[config.mk]
export PLATFORM = sky130hd
export DESIGN_NAME = pipe_ctrl
export DESIGN_NICKNAME = d
export VERILOG_FILES = /design/src/rtl/pipe_ctrl.sv
export SDC_FILE = /design/constraint.sdc
export NUM_CORES = 1
export LEC_CHECK = 0
export BUFFER_PORTS_ARGS = -buffer_cell sky130_fd_sc_hd__buf_2
export CELL_PAD_IN_SITES_DETAIL_PLACEMENT = 0
export CELL_PAD_IN_SITES_GLOBAL_PLACEMENT = 2
export CORE_ASPECT_RATIO = 0.6
export CORE_UTILIZATION = 26
export DETAILED_ROUTE_END_ITERATION = 8
export PLACE_DENSITY_LB_ADDON = 0.12
export SLEW_MARGIN = 10
export SYNTH_ARGS = -nofsm -noshare
export SYNTH_HDL_FRONTEND = slang
export SYNTH_SLANG_ARGS = --single-unit
[constraint.sdc]
create_clock -name clk -period 2 [get_ports clk]
set_clock_uncertainty 0.15 [all_clocks]
set_input_delay 0.1 -clock clk [delete_from_list [all_inputs] [get_ports clk]]
set_output_delay 0.1 -clock clk [all_outputs]
set_load 0.03 [all_outputs]
[src/rtl/pipe_ctrl.sv]
// Pipeline sequencing controller: PC redirect, per-stage hold and flush.
// Parks redirects that collide with a bus stall and stretches the flush window.
module pipe_ctrl #(
    parameter int FLUSH_CYCLES = 1
) (
    input  logic        clk,
    input  logic        rst,
    input  logic        jump_en_i,
    input  logic [31:0] jump_addr_i,
    input  logic        hold_ex_i,
    input  logic        hold_bus_i,
    output logic        jump_en_o,
    output logic [31:0] jump_addr_o,
    output logic        hold_pc_o,
    output logic        hold_if_id_o,
    output logic        hold_id_ex_o,
    output logic        flush_if_id_o,
    output logic        flush_id_ex_o,
    output logic        busy_o,
    output logic [31:0] stall_cnt_o
);

    typedef enum logic [1:0] {
        S_RUN   = 2'd0,
        S_PEND  = 2'd1,
        S_FLUSH = 2'd2
    } state_t;

    localparam logic [3:0] FLUSH_INIT = 4'(FLUSH_CYCLES - 1);
    localparam bit         MULTI      = (FLUSH_CYCLES > 1);

    state_t      state, state_n;
    logic [31:0] pend_addr, pend_addr_n;
    logic [3:0]  cnt, cnt_n;
    logic [31:0] stall_cnt;

    logic        jump, hold, flush;
    logic [31:0] addr;

    // Next-state and raw (pre-reset-gating) outputs
    always_comb begin
        state_n     = state;
        pend_addr_n = pend_addr;
        cnt_n       = cnt;
        jump        = 1'b0;
        addr        = 32'd0;
        hold        = 1'b0;
        flush       = 1'b0;
        unique case (state)
            S_RUN: begin
                if (hold_bus_i) begin
                    hold = 1'b1;
                    if (jump_en_i) begin
                        pend_addr_n = jump_addr_i;
                        state_n     = S_PEND;
                    end
                end else if (jump_en_i) begin
                    jump  = 1'b1;
                    addr  = jump_addr_i;
                    flush = 1'b1;
                    if (MULTI) begin
                        cnt_n   = FLUSH_INIT;
                        state_n = S_FLUSH;
                    end
                end else if (hold_ex_i) begin
                    hold = 1'b1;
                end
            end
            S_PEND: begin
                if (hold_bus_i) begin
                    hold = 1'b1;
                end else begin
                    jump  = 1'b1;
                    addr  = pend_addr;
                    flush = 1'b1;
                    if (MULTI) begin
                        cnt_n   = FLUSH_INIT;
                        state_n = S_FLUSH;
                    end else begin
                        state_n = S_RUN;
                    end
                end
            end
            S_FLUSH: begin
                flush = 1'b1;
                if (hold_bus_i) begin
                    hold = 1'b1;
                end else begin
                    cnt_n = cnt - 4'd1;
                    if (cnt == 4'd1) begin
                        state_n = S_RUN;
                    end
                end
            end
            default: begin
                state_n = S_RUN;
            end
        endcase
    end

    // State, parked target and flush counter registers
    always_ff @(posedge clk) begin
        if (rst) begin
            state     <= S_RUN;
            pend_addr <= 32'd0;
            cnt       <= 4'd0;
        end else begin
            state     <= state_n;
            pend_addr <= pend_addr_n;
            cnt       <= cnt_n;
        end
    end

    // Saturating count of cycles with the PC frozen
    always_ff @(posedge clk) begin
        if (rst) begin
            stall_cnt <= 32'd0;
        end else if (hold && (stall_cnt != 32'hFFFF_FFFF)) begin
            stall_cnt <= stall_cnt + 32'd1;
        end
    end

    // Outputs are forced quiet while reset is held
    always_comb begin
        jump_en_o     = jump & ~rst;
        jump_addr_o   = (jump & ~rst) ? addr : 32'd0;
        hold_pc_o     = hold & ~rst;
        hold_if_id_o  = hold & ~rst;
        hold_id_ex_o  = hold & ~rst;
        flush_if_id_o = flush & ~rst;
        flush_id_ex_o = flush & ~rst;
        busy_o        = (state != S_RUN) & ~rst;
        stall_cnt_o   = rst ? 32'd0 : stall_cnt;
    end

endmodule

==> summary.md, run 1 <==
| Metric | Value |
|---|---|
| Antenna Nets Post-Route | 0 |
| Sequential-to-total area share from yosys stat | 36.1% |
| Period utilisation layout | 99.5% |
| FF+latch count, synth | 65 |
| PnR Total Power | 3310 uW |
| First-pass GRT wire length | 18300 um |
| Post-synth ARST share | 0% |
| Iteration count of the initial detailed-routing pass | 5 |
| Syn nets | 496 |
| Total gr overflow | 0 |
| Final #Nets | 676 |
| HPWL Detailed | 8160 um |
| IO Port Bufs | 107 |
| Max Cap Viol | 0 |
| CTS max path bufs | 2 |
| Clk sink count | 65 |
| Inserted Diodes | 0 |
| Unrepaired setup endpoints after global routing | true |
| EDFF count, synth | 0 |
| Die ar. | 14400 um^2 |
| Core ar. | 13200 um^2 |
| CP Max Fanout | 4 |
| Placed Cells | 756 |
| Area growth syn-to-layout | 58.7% |
| Outcome | completed |
| Internal power | 2420 uW |
| Hold Vio Cnt, Final | 0 |
| CTS Buf Count | 9 |
| Power density cells | 578 nW/um^2 |
| Hold Slack | 0.171 ns |
| Reg clk slew, reported paths | 0.06 ns |
| Worst setup EP type | register |
| Sequential Power Share | 41.0% |
| Yosys top cell by area | dfxtp_1 |
| Die Y | 93.2 um |
| Yosys warns | 0 |
| Worst Path Arrival | 2.06 ns |
| Clock Latency Late Sink | 0.33 ns |
| Area occupied by multi-input gates | 2350 um^2 |
| Layout cells sized above 1 | 38.3% |
| Root Buffer | clkbuf_16 |
| Rel. slew slack | 70.4% |
| Worst Hold Class | input pin to register |
| Vias/cell | 4.68 |
| Detailed-route DRC error count | 0 |
| Chip width | 154 um |
| Clk pwr share | 43.9% |
| Total track usage | 16.5% |
| Synthesized area | 3610 um^2 |
| Count of different cell masters after synthesis | 45 |
| Final setup vio count | 0 |
| Critical Path Source Type | register |
| Row count | 32 |
| Routed via count | 3803 |
| Slew Limit Fails | 0 |
| Critical path type | register to register |
| Starting Density | 27.4% |
| Avg Cell Area, Syn | 7.88 um^2 |
| Actual slew at the worst max-slew pin | 0.443 ns |
| Peak VDD IR | 0.386 mV |
| Fmax | 502 MHz |
| Min cycle time layout | 1.99 ns |
| Fill count | 1323 |
| CP required | 2.07 ns |
| Switching share of power | 26.9% |
| Initial antenna violation count | 0 |
| P_leak | 0.00240 uW |
| Switching power | 890 uW |
| Comb power frac | 15.1% |
| Synth top area share | 36.1% |
| CTS tree | done |
| Placer Congestion | 0.810 |
| Mapped Cells | 458 |
| DR iter-0 viols | 191 |
| Vias in the first global route | 3478 |
| Top-level I/O count | 108 |
| Non-Filler Instances | 812 |
| Largest net degree at the start of global routing | 100 |
| Htree depth | 3 |
| Leading post-synthesis cells by cell area | dfxtp_1 36%, mux2i_1 8.9%, nand2_1 7.8% |
| Routed WL | 12100 um |
| Top FF cell, synth | dfxtp_1 |
| Wire length per cell | 14.9 um |
| Register Area | 1310 um^2 |
## synth_stat cells, types with 5 or more instances
| library cell | count |
|---|---|
| nand4_1 | 8 |
| nor2b_1 | 33 |
| nand2_1 | 75 |
| nor4_1 | 8 |
| dfxtp_1 | 65 |
| buf_4 | 5 |
| nand3_1 | 9 |
| nor2_1 | 67 |
| buf_1 | 6 |
| clkbuf_1 | 22 |
| o21ai_0 | 5 |
| mux2i_1 | 32 |
| mux2_2 | 12 |
| and4_1 | 10 |
| a21oi_1 | 36 |
| xnor2_1 | 10 |
## state kept, by name, summed over array words and instances, names as in the netlist
name       count
state          1
stall_cnt     32
pend_addr     32
## stage by stage
step | area (um^2) | setup WS, ns | setup TNS [ns] | utilization, %
4_1_cts | 5330 | 0.00418 | 0 | 40.5
6_report | 5730 | 0.00945 | 0 | 43.5
2_1_floorplan | 3610 | -0.0393 | -0.0625 | -
3_5_place_dp | 4660 | -0.0504 | -0.0504 | 35.4
5_1_grt | 5730 | -0.0625 | -0.777 | 43.5
3_3_place_gp | 4660 | -0.140 | -0.189 | 35.4
## per-layer routing
metal  share of wire [%]  GRT usage (%)  routed length (um)
met1                  54           25.6                6510
met2                  39           21.7                4690
met4                0.45           4.58                  55
met5                   0              0                   0
met3                 7.1           4.08                 857
## kinds of logic (layout without fill, tap and decap cells)
| kind of cell | after synthesis | in the layout | share of synthesized area [%] |
|---|---|---|---|
| muxes | 46 | 46 | 13.4 |
| xor gates and xnor gates | 12 | 12 | 2.91 |
| DFF | 65 | 65 | 36.1 |
| and+or+nand+nor | 237 | 238 | 33.1 |
| adders and majority gates | 1 | 1 | 0.347 |
| AOI/OAI and AO/OA | 58 | 58 | 9.40 |
| buffers and inverters | 39 | 222 | 4.82 |
## critical path, cell delays in order (launching register included)
cell	delay, ns
dfxtp_1	0.30
and4_2	0.27
and4_4	0.20
and3_2	0.26
or3b_1	0.40
mux2_1	0.31
## final timing paths
| check | startpoint | to | slack (ns) | cells after the start |
|---|---|---|---|---|
| setup / recovery | stall_cnt[20]$_SDFFE_PP0P_ | stall_cnt[9]$_SDFFE_PP0P_ | 0.009 | 5 |
| hold / removal | rst | stall_cnt[5]$_SDFFE_PP0P_ | 0.17 | 3 |
| setup reg to reg | stall_cnt[20]$_SDFFE_PP0P_ | stall_cnt[9]$_SDFFE_PP0P_ | 0.009 | 5 |
| hold reg to reg | pend_addr[30]$_SDFFE_PP0P_ | pend_addr[30]$_SDFFE_PP0P_ | 0.30 | 2 |
## power by group through the flow
stage / Clock [uW] / Sequential [uW] / Combinational [uW]
6_report: 1450 / 1360 / 499
5_1_grt: 1560 / 1360 / 544
4_1_cts: 1500 / 1350 / 449
3_5_place_dp: 0 / 1380 / 391
3_3_place_gp: 0 / 1380 / 389
2_1_floorplan: 0 / 1380 / 254
## cells in the final DEF, fill, tap and decap left out, types with 3 or more instances in the layout
cell	netlist	final
and3_1	4	3
mux2_2	12	12
and4_1	10	7
clkinvlp_4	0	3
nor2_1	67	46
nor2b_1	33	33
buf_6	1	15
nor4_4	1	3
dfxtp_1	65	61
nor2_4	0	6
buf_12	0	5
nor4_1	8	3
and2_1	4	4
inv_1	4	4
o211ai_1	4	4
xnor2_1	10	10
clkbuf_16	0	10
dlygate4sd3_1	0	34
nor2_2	0	15
nor4_2	0	3
a21oi_1	36	36
nand4_1	8	8
nand2_1	75	75
buf_4	5	71
mux2i_1	32	32
o21ai_0	5	5
a31oi_1	4	3
nand3_1	9	9
o2111ai_1	4	3
buf_2	1	74
## layout make-up
type / count / share of cell area, %
Multi-Input combinational cell: 355 / 41.0
Timing Repair Buffer: 203 / 27.4
Sequential cell: 65 / 22.9
Clock buffer: 10 / 4.17
Tap cell: 170 / 3.72
Clock inverter: 5 / 0.568
Inverter: 4 / 0.262
## timing repair
item,4_1_cts,5_1_grt
pin swaps,1,7
setup buffers,1,3
endpoints found under the hold margin,33,0
endpoints found under the setup margin,35,58
gates resized for setup,15,116
gates cloned,0,3
hold buffers,34,0
Power figures use the tool's default switching activity.
==> run 2, diff against run 1 <==
--- a/config.mk
+++ b/config.mk
@@ -11,7 +11,7 @@
 export CORE_ASPECT_RATIO = 0.6
 export CORE_UTILIZATION = 26
 export DETAILED_ROUTE_END_ITERATION = 8
-export PLACE_DENSITY_LB_ADDON = 0.12
+export PLACE_DENSITY_LB_ADDON = 0.1
 export SLEW_MARGIN = 10
 export SYNTH_ARGS = -nofsm -noshare
 export SYNTH_HDL_FRONTEND = slang
==> run 2 against run 1 <==
Effect of this change: sequential share of layout area is 0.12 points lower; setup slack gained 0.011 ns; clock-buffer cell count up 3; global-route usage down 0.23 points; non-clock buffer count increased by 7; highest routed layer unchanged; critical path depth increased by 1; largest cell class unchanged.
==> summary.md, run 2 (same netlist as run 1, synthesis figures left out) <==
| Metric | Value |
|---|---|
| Period utilisation layout | 99.0% (-0.53 points) |
| Final Core Density | 43.6% (+0.14 points) |
| Fmax | 505 MHz (+0.54%) |
| Routed WL | 12100 um (+0.11%) |
| P_leak | 0.00246 uW (+2.6%) |
| CP max stage cell | dfxtp_2 |
| Outcome | completed |
| Placed cell area | 4650 um^2 (-0.27%) |
| Row count | 32 (unchanged) |
| Die ar. | 14400 um^2 (unchanged) |
| Slew Limit Fails | 0 (unchanged) |
| Clk sink count | 65 (unchanged) |
| Final setup vio count | 0 (unchanged) |
| Clk pwr share | 48.6% (+4.7 points) |
| Detailed-route DRC error count | 0 (unchanged) |
| Fill count | 1332 (+0.68%) |
| Worst Path Arrival | 2.04 ns (-0.02 ns) |
| Htree depth | 3 (unchanged) |
| Total gr overflow | 0 (unchanged) |
| Routed via count | 3831 (+0.74%) |
| Total track usage | 16.3% (-0.23 points) |
| Critical path type | register to register |
| Antenna Nets Post-Route | 0 (unchanged) |
| Sequential Power Share | 37.6% (-3.4 points) |
| CP max stage delay | 0.35 ns (-0.05 ns) |
| Peak VDD IR | 0.387 mV (+0.22%) |
| Non-Filler Instances | 819 (+0.86%) |
| CP Max Fanout | 6 (+2) |
| Iteration count of the initial detailed-routing pass | 4 (-1) |
| Met2 wire len | 4620 um (-1.5%) |
| Top sig layer | met4 |
| Power density cells | 628 nW/um^2 (+8.7%) |
| Switching power | 861 uW (-3.2%) |
| Internal power | 2750 uW (+14%) |
| Area growth syn-to-layout | 59.2% |
| Hold Vio Cnt, Final | 0 (unchanged) |
| Final instance area | 5740 um^2 (+0.33%) |
| Comb power frac | 13.8% (-1.3 points) |
| RR Startpoint | stall_cnt[0]$_SDFFE_PP0P_ |
| Flop-to-flop setup slack | 0.02 ns (about the same) |
| Most frequent cells in the layout | 87 x buf_4, 77 x buf_2, 75 x nand2_1, 61 x dfxtp_1, 49 x nor2_1 |
| First-pass GRT wire length | 18200 um (-0.34%) |
| Worst Hold Class | input pin to register |
| DR iter-0 viols | 186 (-2.6%) |
| Starting Density | 27.4% (unchanged) |
| CTS Buf Count | 9 (unchanged) |
| CTS tree | done |
| Reg clk slew, reported paths | 0.05 ns (about the same) |
| Setup tns final | 0 ns (unchanged) |
| Die Y | 93.2 um (unchanged) |
| Cell breakdown of the critical path | ha_4 -> nand3_4 -> nor4_4 -> and3_4 -> and3b_1 -> mux2_4 |
| Unrepaired setup endpoints after global routing | true |
| Reg2reg end | stall_cnt[21]$_SDFFE_PP0P_ |
| Core ar. | 13200 um^2 (unchanged) |
| Vias/cell | 4.68 (-0.12%) |
| Largest net degree at the start of global routing | 100 (unchanged) |
| Actual slew at the worst max-slew pin | 0.621 ns (+0.177 ns) |
| Inserted Diodes | 0 (unchanged) |
| Final #Nets | 683 (+1.0%) |
| Critical hold path startpoint | rst |
| Wire length per cell | 14.8 um (-0.75%) |
| Clock Latency Late Sink | 0.33 ns (about the same) |
| Met3 Routed Length | 553 um (-35%) |
| Min cycle time layout | 1.98 ns (-0.0107 ns) |
| Top flop regs | pend_addr (32), stall_cnt (32), state (1) |
| Hold depth | 3 (unchanged) |
| Switching share of power | 23.9% (-3.0 points) |
| Commonest non-fill, non-tap cell in the layout | buf_4 |
| HPWL Detailed | 8160 um (about the same) |
| Worst setup EP type | register |
| Chip width | 154 um (unchanged) |
| IO Port Bufs | 107 (unchanged) |
| R2R depth | 6 (+1) |
| Sink of the worst hold path | stall_cnt[2]$_SDFFE_PP0P_ |
| Layout cells sized above 1 | 38.1% (-0.26 points) |
| CTS max path bufs | 2 (unchanged) |
| Max Cap Viol | 0 (unchanged) |
| Rel. slew slack | 58.4% (-12 points) |
| Placer Congestion | 0.799 (-1.3%) |
| Placed Cells | 756 (unchanged) |
| Critical Path Source Type | register |
| Vias in the first global route | 3398 (-2.3%) |
| Root Buffer | clkbuf_16 |
| CP required | 2.06 ns (about the same) |
| WL met1 | 6870 um (+5.4%) |
| Top-level I/O count | 108 (unchanged) |
| Initial antenna violation count | 0 (unchanged) |
-- run 2: cell types whose count changed in the layout (fill, tap and decap cells not counted), sizes merged --
cell,previous run,this run
buf,166,175
bufinv,0,2
clkbuf,13,14
clkinv,2,0
clkinvlp,3,0
dlygate4sd3,34,33
dlymetal6s4s,0,1
-- run 2: worst max path at each step --
stage,start,to,slack [ns],cells past startpoint
final,stall_cnt[0]$_SDFFE_PP0P_,stall_cnt[21]$_SDFFE_PP0P_,0.02,6
after global routing,stall_cnt[0]$_SDFFE_PP0P_,stall_cnt[21]$_SDFFE_PP0P_,-0.05,6
after CTS,stall_cnt[4]$_SDFFE_PP0P_,stall_cnt[21]$_SDFFE_PP0P_,0.007,5
after detailed placement,stall_cnt[20]$_SDFFE_PP0P_,stall_cnt[29]$_SDFFE_PP0P_,-0.05,5
after global placement,stall_cnt[20]$_SDFFE_PP0P_,stall_cnt[23]$_SDFFE_PP0P_,-0.07,5
after floorplan,stall_cnt[27]$_SDFFE_PP0P_,stall_cnt[21]$_SDFFE_PP0P_,-0.04,6
-- run 2: critical path: cells and delay by family, from the launching register on --
kind | cells | cell delay (ns)
adder cells (fa/ha/maj) | 1 | 0.16
AND/OR/NAND/NOR | 4 | 0.92
flip-flops | 1 | 0.35
multiplexers | 1 | 0.29
-- run 2: per-layer routing --
layer | up-vias | track usage [%]
met3 | 8 | 4.31
met1 | 1776 | 26.3
li1 | 1950 | -
met2 | 97 | 20.0
met5 | - | 0
met4 | 0 | 3.92
-- run 2: power groups by stage --
stage | Clock [uW] | Sequential, uW | Combinational, uW
after CTS | 1800 | 1350 | 460
after detailed placement | 0 | 1380 | 393
after floorplan | 0 | 1380 | 254
after global placement | 0 | 1380 | 391
final | 1750 | 1350 | 497
after global routing | 1870 | 1360 | 542
-- run 2: repair_timing --
| action | CTS | global route |
|---|---|---|
| buffers inserted | 2 | 9 |
| gates cloned | 0 | 3 |
| endpoints found under the hold margin | 33 | 0 |
| gates resized for setup | 18 | 89 |
| pin swaps | 0 | 8 |
| setup endpoints to repair | 38 | 53 |
| hold buffers | 34 | 0 |
-- run 2: final cells by class --
class	instances	area, um^2	share of cell area, %
Clock buffer	13	270	4.70
Multi-Input combinational cell	355	2300	40.1
Tap cell	170	213	3.70
Timing Repair Buffer	210	1570	27.4
Clock inverter	2	60.1	1.05
Inverter	4	15.0	0.261
Sequential cell	65	1310	22.8
-- run 2: per-stage QoR --
stage / worst slack (ns) / hold WS (ns) / power, uW
CTS: 0.00713 / 0.156 / 3610
detailed placement: -0.0548 / 0.207 / 1770
global placement: -0.0651 / 0.203 / 1770
finish: 0.0201 / 0.132 / 3610
global route: -0.0494 / 0.171 / 3770
floorplan: -0.0393 / 0.0860 / 1630
